--- src/rtl/cp0_if.sv ---
// CP0 pipeline-side bundle: mtc0/mfc0 access, commit-stage exception tag,
// interrupt lines, and the redirect outputs back to fetch.
interface cp0_if #(
    parameter int unsigned EXC_W = 5
);
    logic             en;
    logic [4:0]       addr;
    logic [31:0]      wdata;
    logic [31:0]      rdata;
    logic [31:0]      M_PC;
    logic [EXC_W-1:0] M_ExcCode;
    logic             M_BD;
    logic [5:0]       HWInt;
    logic             eret;
    logic             req;
    logic [31:0]      EPC_out;
    logic [31:0]      handler_pc;

    modport master (
        output en, addr, wdata, M_PC, M_ExcCode, M_BD, HWInt, eret,
        input  rdata, req, EPC_out, handler_pc
    );

    modport slave (
        input  en, addr, wdata, M_PC, M_ExcCode, M_BD, HWInt, eret,
        output rdata, req, EPC_out, handler_pc
    );
endinterface

--- src/rtl/cp0_unit.sv ---
// Coprocessor 0 at the M stage: holds SR/Cause/EPC, raises the flush/redirect
// request for interrupts and exceptions, and restores EXL on eret.
module cp0_unit #(
    parameter int unsigned EXC_W   = 5,
    parameter logic [31:0] HANDLER = 32'h0000_4180
) (
    input logic  clk,
    input logic  reset,
    cp0_if.slave bus
);
    localparam logic [4:0]  A_SR    = 5'd12;
    localparam logic [4:0]  A_CAUSE = 5'd13;
    localparam logic [4:0]  A_EPC   = 5'd14;
    localparam int unsigned CODE_W  = 5;

    logic [5:0]        r_im;
    logic              r_exl;
    logic              r_ie;
    logic              r_bd;
    logic [5:0]        r_ip;
    logic [CODE_W-1:0] r_exc;
    logic [31:0]       r_epc;

    logic              w_int_req;
    logic              w_exc_req;
    logic              w_req;
    logic              w_wr_sr;
    logic              w_wr_epc;
    logic [31:0]       w_epc_next;
    logic [31:0]       w_sr;
    logic [31:0]       w_cause;

    // EXL masks both sources so no request can nest inside a handler
    assign w_int_req  = (|(bus.HWInt & r_im)) & r_ie & ~r_exl;
    assign w_exc_req  = (bus.M_ExcCode != EXC_W'(0)) & ~r_exl;
    assign w_req      = w_int_req | w_exc_req;

    assign w_wr_sr    = bus.en & (bus.addr == A_SR);
    assign w_wr_epc   = bus.en & (bus.addr == A_EPC);
    assign w_epc_next = bus.M_BD ? (bus.M_PC - 32'd4) : bus.M_PC;

    assign w_sr       = {16'b0, r_im, 8'b0, r_exl, r_ie};
    assign w_cause    = {r_bd, 15'b0, r_ip, 3'b0, r_exc, 2'b0};

    // Status: exception entry beats mtc0; eret clears EXL after any mtc0 SR write
    always_ff @(posedge clk) begin
        if (reset) begin
            r_im  <= 6'b0;
            r_exl <= 1'b0;
            r_ie  <= 1'b0;
        end else if (w_req) begin
            r_exl <= 1'b1;
        end else begin
            if (w_wr_sr) begin
                r_im <= bus.wdata[15:10];
                r_ie <= bus.wdata[0];
            end
            if (bus.eret) begin
                r_exl <= 1'b0;
            end else if (w_wr_sr) begin
                r_exl <= bus.wdata[1];
            end
        end
    end

    // Cause: IP tracks the lines every cycle; BD/ExcCode latch on entry only
    always_ff @(posedge clk) begin
        if (reset) begin
            r_ip  <= 6'b0;
            r_bd  <= 1'b0;
            r_exc <= '0;
        end else begin
            r_ip <= bus.HWInt;
            if (w_req) begin
                r_bd  <= bus.M_BD;
                r_exc <= w_int_req ? CODE_W'(0) : CODE_W'(bus.M_ExcCode);
            end
        end
    end

    // EPC: restart point is the branch when the faulting op is in its delay slot
    always_ff @(posedge clk) begin
        if (reset) begin
            r_epc <= 32'b0;
        end else if (w_req) begin
            r_epc <= w_epc_next;
        end else if (w_wr_epc) begin
            r_epc <= bus.wdata;
        end
    end

    // mfc0 read mux, pre-edge state
    always_comb begin
        bus.rdata = 32'b0;
        case (bus.addr)
            A_SR:    bus.rdata = w_sr;
            A_CAUSE: bus.rdata = w_cause;
            A_EPC:   bus.rdata = r_epc;
            default: bus.rdata = 32'b0;
        endcase
    end

    assign bus.req        = w_req;
    assign bus.EPC_out    = r_epc;
    assign bus.handler_pc = HANDLER;

endmodule

--- src/flat_wrapper.sv ---
// flat-port wrapper written by rule: the top's interface ports become plain ports
module cp0_unit_flat 
#(
    parameter int unsigned EXC_W   = 5,
    parameter logic [31:0] HANDLER = 32'h0000_4180
)
  (clk, reset, bus_en, bus_addr, bus_wdata, bus_M_PC, bus_M_ExcCode, bus_M_BD, bus_HWInt, bus_eret, bus_rdata, bus_req, bus_EPC_out, bus_handler_pc);
  cp0_if #(.EXC_W(EXC_W)) bus_i ();
  input logic clk;
  input logic reset;
  input wire logic [$bits(bus_i.en)-1:0] bus_en;
  input wire logic [$bits(bus_i.addr)-1:0] bus_addr;
  input wire logic [$bits(bus_i.wdata)-1:0] bus_wdata;
  input wire logic [$bits(bus_i.M_PC)-1:0] bus_M_PC;
  input wire logic [$bits(bus_i.M_ExcCode)-1:0] bus_M_ExcCode;
  input wire logic [$bits(bus_i.M_BD)-1:0] bus_M_BD;
  input wire logic [$bits(bus_i.HWInt)-1:0] bus_HWInt;
  input wire logic [$bits(bus_i.eret)-1:0] bus_eret;
  output wire logic [$bits(bus_i.rdata)-1:0] bus_rdata;
  output wire logic [$bits(bus_i.req)-1:0] bus_req;
  output wire logic [$bits(bus_i.EPC_out)-1:0] bus_EPC_out;
  output wire logic [$bits(bus_i.handler_pc)-1:0] bus_handler_pc;
  assign bus_i.en = bus_en;
  assign bus_i.addr = bus_addr;
  assign bus_i.wdata = bus_wdata;
  assign bus_i.M_PC = bus_M_PC;
  assign bus_i.M_ExcCode = bus_M_ExcCode;
  assign bus_i.M_BD = bus_M_BD;
  assign bus_i.HWInt = bus_HWInt;
  assign bus_i.eret = bus_eret;
  assign bus_rdata = bus_i.rdata;
  assign bus_req = bus_i.req;
  assign bus_EPC_out = bus_i.EPC_out;
  assign bus_handler_pc = bus_i.handler_pc;
  cp0_unit #(.EXC_W(EXC_W), .HANDLER(HANDLER)) u_core (.clk(clk), .reset(reset), .bus(bus_i));
endmodule
--- config.mk ---
export PLATFORM = sky130hd
export DESIGN_NAME = cp0_unit_flat
export DESIGN_NICKNAME = d
export VERILOG_FILES = /design/src/rtl/cp0_if.sv /design/src/rtl/cp0_unit.sv /design/src/flat_wrapper.sv
export SDC_FILE = /design/constraint.sdc
export NUM_CORES = 1
export LEC_CHECK = 0
export ABC_AREA = 1
export ABC_CLOCK_PERIOD_IN_PS = 2600
export BUFFER_PORTS_ARGS = -buffer_cell sky130_fd_sc_hd__buf_2
export CAP_MARGIN = 5
export CORE_MARGIN = 2
export CORE_UTILIZATION = 35
export DETAILED_ROUTE_END_ITERATION = 8
export GPL_TIMING_DRIVEN = 0
export SLEW_MARGIN = 10
export SYNTH_ARGS = -nofsm -noshare
export SYNTH_HDL_FRONTEND = slang
export SYNTH_SLANG_ARGS = --single-unit
--- constraint.sdc ---
create_clock -name clk -period 2.6 [get_ports clk]
set_input_delay 0.26 -clock clk [delete_from_list [all_inputs] [get_ports clk]]
set_output_delay 0.26 -clock clk [all_outputs]
set_load 0.02 [all_outputs]
Yosys cells after proc, flatten, opt, wreduce, memory -nomap -nowiden
Cells that the tools add are included.
W data, S select, Z words.
{"block": "word_totals", "register_bits": 52, "output_inout_bits": 97, "elab_cells": 33}
{"block": "classes", "add_sub_neg": 1, "n_eq_ne": 3, "n_mux": 8, "bitwise_logic": 9, "reduce_logical": 5}
{"op": "$mux W32", "count": 3}
{"op": "$pmux W32 S3", "count": 1}
{"op": "$sub A32 B3 Y32 const B", "count": 1}
{"op": "$eq A5 B4 Y1 const B", "count": 3}
{"op": "$and A6 B6 Y6", "count": 1}
{"op": "$reduce_or A6 Y1", "count": 1}
{"op": "$and A1 B1 Y1", "count": 5}
{"op": "$mux W5", "count": 1}
{"op": "$reduce_bool A5 Y1", "count": 1}
{"op": "$mux W1", "count": 3}
{"op": "$reduce_bool A3 Y1", "count": 1}
{"op": "$not A1 Y1", "count": 2}
{"op": "$reduce_and A2 Y1", "count": 1}
{"op": "$reduce_bool A2 Y1", "count": 1}
{"op": "$or A1 B1 Y1", "count": 1}

Longest topological paths before layout
Gate-level depths: netlist of the first run.
{"block": "depth", "ltp_word": 7, "depth_mapped": 14}

Least setup slack after synthesis of the first run
Ideal clock, no wire load.
{"block": "synth_path", "path_type": "input -> output", "start": "in bus_addr[3]", "end": "out bus_rdata[31]", "arrival_ns": 1.266, "t_required_ns": 2.340, "slack_ns": 1.074, "path_stages": 4, "n_path_buf": 0, "cell_sequence": "nand2_1 -> nor2_2 -> nand3_1 -> o21ai_0"}
{"block": "synth_between", "elab_chain_len": 2, "word_cells_on_any_way": 4, "cone_classes": "3 x eq/ne; 1 x mux"}
{"element": "start: declaration", "line": "flat_wrapper.sv:12", "rtl": "input wire logic [$bits(bus_i.addr)-1:0] bus_addr;"}
{"element": "$eq A5 B4 Y1", "line": "cp0_unit.sv:95", "rtl": "case (bus.addr)"}
{"element": "$pmux W32 S3 *", "line": "cp0_unit.sv:95"}
{"element": "end: declaration", "line": "flat_wrapper.sv:19", "rtl": "output wire logic [$bits(bus_i.rdata)-1:0] bus_rdata;"}
Every way passes the cells marked *; elsewhere a longest branch is shown, timed or not.

Final worst setup path of the first run
{"block": "layout_path", "start": "in bus_addr[3]", "end": "out bus_rdata[3]"}
The elaborated chain is that of the path after synthesis.

==> results.yml, run 1 <==
outcome:
  outcome: "finished, final reports clean"
sta:
  worst_pin_slew_ps: 787
  fin_crit_ps: 2100
  fmax_mhz: 475
  postLayoutSetupSlackWorst_ps: 497
  tns_ps: 0
  post-route-period-util_pct: 80.9
  slew_violations: 0
  finClkSkew_ps: 7.23
  setup-violations-final: 0
  rsz0062_at_grt: "no"
  final-hold-violation-count: 0
  relSlewSlack_pct: 47.6
placed_design:
  gp_congestion: 0.875
  dpl-instance-area_sq_um: 4900
  numPortBuffers: 149
  hpwl_um: 11200
  place_ws_ps: 504
final_layout:
  postLayoutCoreUtil_pct: 46.4
  mostFrequentLayoutCells: "154 x buf_2, 132 x nand2_1, 95 x nor2_1"
  area.growth.synth_to_final_pct: 29.6
  final_nets: 881
  final_common_cell: "buf_2"
  drive_gt1_share_pct: 30.8
  finish.instance_area_sq_um: 5010
  nFillCells: 1203
  antenna_cells: 0
synthesis:
  yosysTopAreaCell: "dfxtp_1"
  avgSynthCellArea_sq_um: 6.34
  ys.warnings.count: 0
  syn_area_sq_um: 3860
  synthArstFlopShare_pct: 0
  yosys_register_bits: 52
  syn_inst: 609
  yosysSeqAreaShare_pct: 27.0
  synth_area_leaders: "dfxtp_1 27%, nand2_1 13%, nor2_1 9.2%, inv_1 8.1%, buf_4 6.6%"
  ys.flop_type: "dfxtp_1"
  synth_edf_count: 0
  netlist.area_leader.share_pct: 27.0
  synth.distinct_cells: 36
detailed_routing:
  wirelength_um: 13900
  remaining_drc_errors: 0
  vias: 4335
  vias_per_cell: 4.63
  ant_nets: 0
  firstDrtPassIters: 5
  first_iter_violations: 292
  post_drt_wl_per_cell_um: 14.8
setup_path:
  endpoint_kind: "primary output"
  rr_worst_depth: 10
  critical_path.max_fanout: 10
  crit_slowest_cell: "clkbuf_1"
  ff2ff_setup_slack_ps: 960
  regToRegEndpoint: "u_core.bus.EPC_out[13]"
  path_class: "in2out"
  cp_cell_sequence: "buf_2 -> nand2_1 -> nor2_4 -> nand2_1 -> clkbuf_1 -> o22ai_1 -> buf_2"
  crit_arrival_ps: 1840
  critPathBufInv: 3
  worst-path-stages: 7
  start_kind: "primary input"
  r2r_start: "u_core.r_im[3]"
  critical-path-max-stage-delay_ps: 610
  cp_top_family: "buffers and inverters"
  critPathRequiredTime_ps: 2340
min_path:
  hold_end: "u_core.r_ip[5]"
  hold_path.class: "in2reg"
  worstHoldStart: "bus_HWInt[5]"
  hold_path_depth: 3
power:
  powerDensity_nw_per_um2: 423
  leakage_uw: 0.00259
  ir_drop_mv: 0.246
  power_uw: 2120
clock_tree:
  holdBufCountCts: 0
  clock_sinks: 52
  root_buffer: "clkbuf_8"
  insertion_delay_ps: 310
  htreeDepth: 2
  cts_buffers: 5
  post_cts_resized: 0
  postCtsSetupBuffers: 0
  tritoncts: "done"
  path_clk_slew_ps: 100
  ctsLongestPathBuffers: 2
die:
  io_pins: 182
  die_y_um: 109
  die_x_um: 109
  rows: 38
  initial_core_util_pct: 35.8
  die_area_sq_um: 11900
  coreArea_sq_um: 10800
global_route:
  grt_use_total_pct: 23.5
  antenna_found_initial: 0
  grt_pass1_wl_um: 21300
  grt_pass1_vias: 4118
  grt_max_degree: 17
  overflow: 0
job:
  maxCapViolCount: 0
worst max path at each step:
stage / startpoint / to
global placement: bus_addr[3] / bus_rdata[2]
finish: bus_addr[3] / bus_rdata[3]
detailed placement: bus_addr[3] / bus_rdata[2]
CTS: bus_addr[3] / bus_rdata[2]
floorplan: bus_addr[3] / bus_rdata[31]
global route: bus_addr[3] / bus_rdata[2]
report_power, final:
| part | internal (uW) | switching [uW] | total [uW] |
|---|---|---|---|
| clock | 292 | 298 | 590 |
| combinational | 230 | 401 | 631 |
| sequential | 857 | 41.9 | 899 |
| total | 1380 | 741 | 2120 |
flip-flops by register name (all words and copies together) (netlist names):
name,flops
u_core.r_exl,1
u_core.bus.EPC_out,32
u_core.r_ip,6
u_core.r_im,6
u_core.r_bd,1
u_core.r_ie,1
u_core.r_exc,5
Yosys cell counts, types with 2 or more instances:
library cell	instances
nand2_1	132
nor2_1	95
inv_1	83
dfxtp_1	52
o21ai_0	35
buf_4	34
nand3_1	30
a21oi_1	24
xor2_1	13
nand4_1	12
o21ai_1	12
clkbuf_1	8
nor2_4	8
a211oi_2	7
inv_2	7
nor2_2	6
a21oi_2	5
buf_2	5
buf_6	5
o22ai_1	5
nand3_2	4
o221ai_1	4
o211ai_1	3
xnor2_1	3
conb_1	2
nand2_2	2
nand2_4	2
nand3b_1	2
nor3_1	2
cell type report:
cell class | instances | area (sq um) | area share, %
multi-input cells | 444 | 2210 | 44.2
flip-flops and latches | 52 | 1040 | 20.8
repair buffers | 149 | 746 | 14.9
plain buffers | 53 | 382 | 7.62
inverters | 90 | 338 | 6.75
well taps | 140 | 175 | 3.50
clock buffers | 6 | 72.6 | 1.45
clock inverters | 2 | 38.8 | 0.775
per-stage QoR:
step                hold WS, ps  cells
detailed placement          456    928
CTS                         156    936
floorplan                   367    639
global placement            453    928
finish                      163    936
global route                152    936
per-layer routing:
layer | GRT usage, % | wire, um | up-vias
met5 | 0 | 0 | -
li1 | - | - | 2223
met1 | 32.9 | 6610 | 1937
met3 | 3.23 | 884 | 13
met4 | 4.76 | 213 | 0
met2 | 38.5 | 6140 | 162
worst reg2reg max path: cells and delay by family (launching register included):
kind / cells / cell delay, ps
DFF: 1 / 350
AOI/OAI and AO/OA: 2 / 270
buffers and inverters: 3 / 390
and+or+nand+nor: 5 / 550
cell families after synthesis:
kind of cell,synth area share [%]
AO/OA/AOI/OAI,15.3
XOR/XNOR,3.63
adder cells (fa/ha/maj),0.324
buffers and inverters,18.6
flip-flops,27.0
other,0.194
AND/OR/NAND/NOR,35.0
Note: power is estimated with default switching activity, not from simulation.
==> run 2, diff against run 1 <==
Settings changed: ABC_CLOCK_PERIOD_IN_PS 2600 to 1800, PLACE_DENSITY set to 0.65.
Clock period 2.6 ns to 1.8 ns, I/O delays scaled along.
==> results.yml, run 2 (synthesis results as in run 1) <==
placed_design:
  gp_congestion: 0.887
  dp.cells: 928
  place_ws_ps: -100
  numPortBuffers: 149
  hpwl_um: 10400
die:
  rows: 38
  die_area_sq_um: 11900
  die_y_um: 109
  coreArea_sq_um: 10800
  die_x_um: 109
  io_pins: 182
  initial_core_util_pct: 35.8
clock_tree:
  ctsLongestPathBuffers: 2
  cts_buffers: 5
  tritoncts: "done"
  clock_sinks: 52
  root_buffer: "clkbuf_8"
  insertion_delay_ps: 310
  htreeDepth: 2
  path_clk_slew_ps: 100
sta:
  post-route-period-util_pct: 92.9
  rsz0062_at_grt: "yes"
  finClkSkew_ps: 9.65
  setup-violations-final: 0
  fin_crit_ps: 1670
  tns_ps: 0
  slew_violations: 0
  relSlewSlack_pct: 41.6
  postLayoutSetupSlackWorst_ps: 127
  final-hold-violation-count: 0
  fmax_mhz: 598
  worst_pin_slew_ps: 876
final_layout:
  mostFrequentLayoutCells: "154 x buf_2, 131 x nand2_1, 95 x nor2_1"
  final_nets: 888
  antenna_cells: 0
  nFillCells: 1203
  area.growth.synth_to_final_pct: 31.3
  finalNonFillerCells: 943
  drive_gt1_share_pct: 31.9
  largest_reg_flops: 32
  final_common_cell: "buf_2"
detailed_routing:
  wirelength_um: 13200
  first_iter_violations: 196
  drt-met1-wl_um: 5890
  ant_nets: 0
  wl_met2_um: 5970
  post_drt_wl_per_cell_um: 14.0
  wl_met3_um: 1110
  firstDrtPassIters: 7
  vias: 4375
  remaining_drc_errors: 0
  dr.max_layer_used: "met4"
  vias_per_cell: 4.64
power:
  powerDensity_nw_per_um2: 607
  ir_drop_mv: 0.303
  leakage_uw: 0.00263
global_route:
  grt_pass1_vias: 3922
  grt_pass1_wl_um: 19900
  grt_use_total_pct: 21.9
  grt_max_degree: 20
  antenna_found_initial: 0
  overflow: 0
setup_path:
  critPathRequiredTime_ps: 1620
  crit_arrival_ps: 1490
  crit_start: "u_core.r_im[1]"
  ff2ff_setup_slack_ps: 150
  cp-endpoint: "bus_req"
  endpoint_kind: "primary output"
  start_kind: "flop"
  rr_worst_depth: 11
  path_class: "reg2out"
  critical_path.max_fanout: 14
  regToRegEndpoint: "u_core.r_exc[1]"
  r2r_start: "u_core.r_im[3]"
outcome:
  outcome: "finished, final reports clean"
min_path:
  worstHoldStart: "bus_HWInt[0]"
  hold_path.class: "in2reg"
job:
  maxCapViolCount: 0
==> run 2: power breakdown <==
group,internal [uW],leakage [uW],switching [uW]
Combinational,347,0.00215,578
Sequential,1240,0.000431,54.7
Clock,422,0.0000558,439
Total,2010,0.00263,1070
==> run 2: how the worst min path moves through the flow <==
stage / end / cells after the start / slack [ps]
after floorplan: u_core.r_ip[0] / 2 / 290
after global placement: u_core.r_ip[1] / 3 / 400
after detailed placement: u_core.r_ip[1] / 3 / 410
after CTS: u_core.r_ip[4] / 3 / 70
after global routing: u_core.r_ip[4] / 3 / 80
final: u_core.r_ip[0] / 3 / 80
==> run 2: metal layers <==
metal  track usage (%)  vias to the layer above
met5                 0                        -
met4              5.31                        0
met3              3.29                       12
met2              37.0                      198
met1              29.2                     1921
li1                  -                     2244
==> run 2: cell type report <==
cell class                 count  area, sq um  share of cell area (%)
multi-input combinational    444         2220                    43.8
buffer                        52          378                    7.45
clock buffer                   6         72.6                    1.43
sequential                    52         1040                    20.5
clock inverter                 2         38.8                   0.765
timing repair buffer         157          808                    15.9
inverter                      90          338                    6.66
tap                          140          175                    3.45
==> run 2: worst max-delay path, stage by stage (launching register included) <==
cell and delay, ps:
dfxtp_1 350, inv_1 60, o21ai_2 140, nor2_1 70
nand2_2 70, nand3_4 90, nand2_4 100, buf_12 150
buf_4 150
==> run 2: per-stage QoR <==
step	power [uW]	area (sq um)	utilization, %	hold slack [ps]
5_1_grt	3240	5070	47.0	80.2
6_report	3080	5070	47.0	81.5
3_5_place_dp	2220	4900	45.4	407
3_3_place_gp	2220	4900	45.4	401
2_1_floorplan	1890	3980	-	287
4_1_cts	3080	5010	46.4	74.1
==> run 2: what timing repair did <==
action                     CTS  global route
pin swaps                    0             1
hold endpoints to repair     0             0
hold buffers                 0             0
buffers inserted             0             8
gates resized for setup      4             3
setup endpoints to repair    6            24
==> run 3, diff against run 2 <==
Settings changed: ABC_AREA 1 to 0, CAP_MARGIN 5 to not set, PLACE_DENSITY 0.65 to 0.68, RECOVER_POWER set to 25.
==> results.yml, run 3 <==
global_route:
  met3_usage_pct: 1.92
  use_met2_pct: 34.7
  grt_use_total_pct: 20.0
  grt_max_degree: 18
  top_usage_layer: "met2"
  antenna_found_initial: 0
  grt_pass1_vias: 3273
  overflow: 0
  grt_util_met1_pct: 26.4
  grt_pass1_wl_um: 16300
setup_path:
  critical_path.max_fanout: 5
  start_kind: "flop"
  worst-path-stages: 6
  endpoint_kind: "primary output"
  critPathBufInv: 3
  cp_top_family: "compound AO/OA/AOI/OAI gates"
  rr_worst_depth: 7
  crit_start: "u_core.r_im[3]"
  ff2ff_setup_slack_ps: -70
  critPathRequiredTime_ps: 1620
  crit_arrival_ps: 1730
  path_class: "reg2out"
  r2r_start: "u_core.r_im[3]"
  regToRegEndpoint: "u_core.bus.EPC_out[5]"
  crit_slowest_cell: "dfxtp_2"
  cp_cell_sequence: "a22o_4 -> o311ai_4 -> and2_4 -> inv_8 -> buf_8 -> buf_6"
  cp-endpoint: "bus_req"
  critical-path-max-stage-delay_ps: 340
synthesis:
  syn_area_sq_um: 3360
  yosysSeqAreaShare_pct: 31.0
  yosys.area_share.adder_pct: 0.373
  avgSynthCellArea_sq_um: 8.65
  ys.warnings.count: 0
  synth_mux_area_share_pct: 12.3
  yosys_register_bits: 52
  synth_edf_count: 0
  synth_area_leaders: "dfxtp_1 31%, mux2i_1 9.2%, buf_4 7.2%, xnor2_1 6.5%, a211oi_1 3.8%"
  synth_compound_area_share_pct: 16.0
  synth_xor_area_share_pct: 7.31
  synth_top_family_by_area: "simple AND/OR/NAND/NOR gates"
  ys.flop_type: "dfxtp_1"
  synthArstFlopShare_pct: 0
  synth.most_common_cell: "dfxtp_1"
  synth.distinct_cells: 47
  netlist.area_leader.share_pct: 31.0
  syn_inst: 388
  synth-simple-area-share_pct: 20.1
  yosysTopAreaCell: "dfxtp_1"
  yosys-top-cells-count: "52 x dfxtp_1, 34 x nor2_1, 32 x buf_4"
sta:
  rsz0062_at_grt: "yes"
  slew_violations: 0
  relSlewSlack_pct: 56.4
  final-hold-violation-count: 0
  finClkSkew_ps: 11.9
  setup-violations-final: 24
  worst_pin_slew_ps: 649
  fin_crit_ps: 1910
  fmax_mhz: 524
  timing.hold.ws_ps: 90.3
  postLayoutSetupSlackWorst_ps: -107
  post-route-period-util_pct: 106
  tns_ps: -749
clock_tree:
  cts_buffers: 5
  holdBufCountCts: 0
  tritoncts: "done"
  insertion_delay_ps: 320
  clock_sinks: 52
  htreeDepth: 2
  ctsLongestPathBuffers: 2
  root_buffer: "clkbuf_8"
  path_clk_slew_ps: 110
detailed_routing:
  first_iter_violations: 155
  vias_per_cell: 4.87
  firstDrtPassIters: 5
  remaining_drc_errors: 0
  ant_nets: 0
  post_drt_wl_per_cell_um: 15.4
  vias: 3501
  wirelength_um: 11100
final_layout:
  postLayoutCoreUtil_pct: 51.9
  final_nets: 675
  largest_reg_flops: 32
  antenna_cells: 0
  final_common_cell: "buf_2"
  area.growth.synth_to_final_pct: 43.6
  mostFrequentLayoutCells: "137 x buf_2, 48 x buf_4, 48 x dfxtp_1"
  drive_gt1_share_pct: 41.2
job:
  maxCapViolCount: 0
power:
  p_int_uw: 1930
  p_switching_uw: 963
  swShare_pct: 33.3
  power_uw: 2890
  leakage_uw: 0.00224
  pwr-share-seq_pct: 45.0
  combPwrFrac_pct: 30.4
  clkPwrFrac_pct: 24.6
  powerDensity_nw_per_um2: 600
  ir_drop_mv: 0.366
die:
  rows: 35
  io_pins: 182
  die_y_um: 102
  die_x_um: 102
  coreArea_sq_um: 9280
  initial_core_util_pct: 36.1
  die_area_sq_um: 10400
outcome:
  outcome: "complete, but fails checks"
  violations: "negative setup slack"
placed_design:
  hpwl_um: 8450
  place_ws_ps: -410
  gp_congestion: 0.861
  numPortBuffers: 147
min_path:
  hold_path.class: "in2reg"
==> run 3: changes by cell type after synthesis, moves of 22 or more <==
| cell | previous run | this run |
|---|---|---|
| nand2_1 | 132 | 12 |
| nor2_1 | 95 | 34 |
| mux2i_1 | 0 | 31 |
| o21ai_0 | 35 | 0 |
| xnor2_1 | 3 | 25 |
| inv_1 | 83 | 10 |
| nand3_1 | 30 | 5 |
==> run 3: cell type report <==
cell class	count	area, sq um
Inverter	11	48.8
Timing Repair Buffer	165	947
Sequential cell	52	1050
Clock inverter	3	22.5
Fill cell	905	4470
Multi-Input combinational cell	298	2090
Tap cell	129	161
Buffer	56	430
Clock buffer	5	68.8
==> run 3: routing by layer <==
layer | vias up | share of wire, %
met4 | 0 | 1.8
met3 | 16 | 6.0
li1 | 1711 | -
met5 | - | 0
met2 | 133 | 49
met1 | 1641 | 43
==> run 3: cells by family (layout without fill, tap and decap cells) <==
family          Yosys count  count (layout)
mux                      40              40
other cells               2              32
flops                    52              52
buf+inv                  68             240
fa+ha+maj                 1               1
simple gates            123             123
xor+xnor                 28              28
compound gates           74              74
==> run 3: power groups by stage <==
stage / Clock, uW / Combinational, uW / Sequential (uW)
6_report: 711 / 880 / 1300
5_1_grt: 766 / 944 / 1310
4_1_cts: 716 / 853 / 1300
3_5_place_dp: 0 / 759 / 1320
3_3_place_gp: 0 / 750 / 1320
2_1_floorplan: 0 / 408 / 1390
==> run 3: worst min-delay path by stage <==
stage | end | slack, ps | from | cells after the start
6_report | u_core.r_ip[4] | 90 | bus_HWInt[4] | 2
4_1_cts | u_core.r_ip[3] | 90 | bus_HWInt[3] | 2
3_5_place_dp | u_core.r_ip[3] | 420 | bus_HWInt[3] | 2
5_1_grt | u_core.r_ip[4] | 80 | bus_HWInt[4] | 2
2_1_floorplan | u_core.r_ip[0] | 310 | bus_HWInt[0] | 1
3_3_place_gp | u_core.r_ip[4] | 410 | bus_HWInt[4] | 2
==> run 3: metrics by stage <==
step	instances	cell area, sq um
2_1_floorplan	418	3470
3_3_place_gp	694	4370
3_5_place_dp	694	4370
4_1_cts	710	4670
5_1_grt	719	4820
6_report	719	4820
==> run 3: repair_timing <==
action                                 CTS  global route
setup endpoints to repair               62            79
gates resized for setup                 23            32
pin swaps                                5             5
cloned                                   3             0
endpoints found under the hold margin    0             0
setup buffers                            5            10
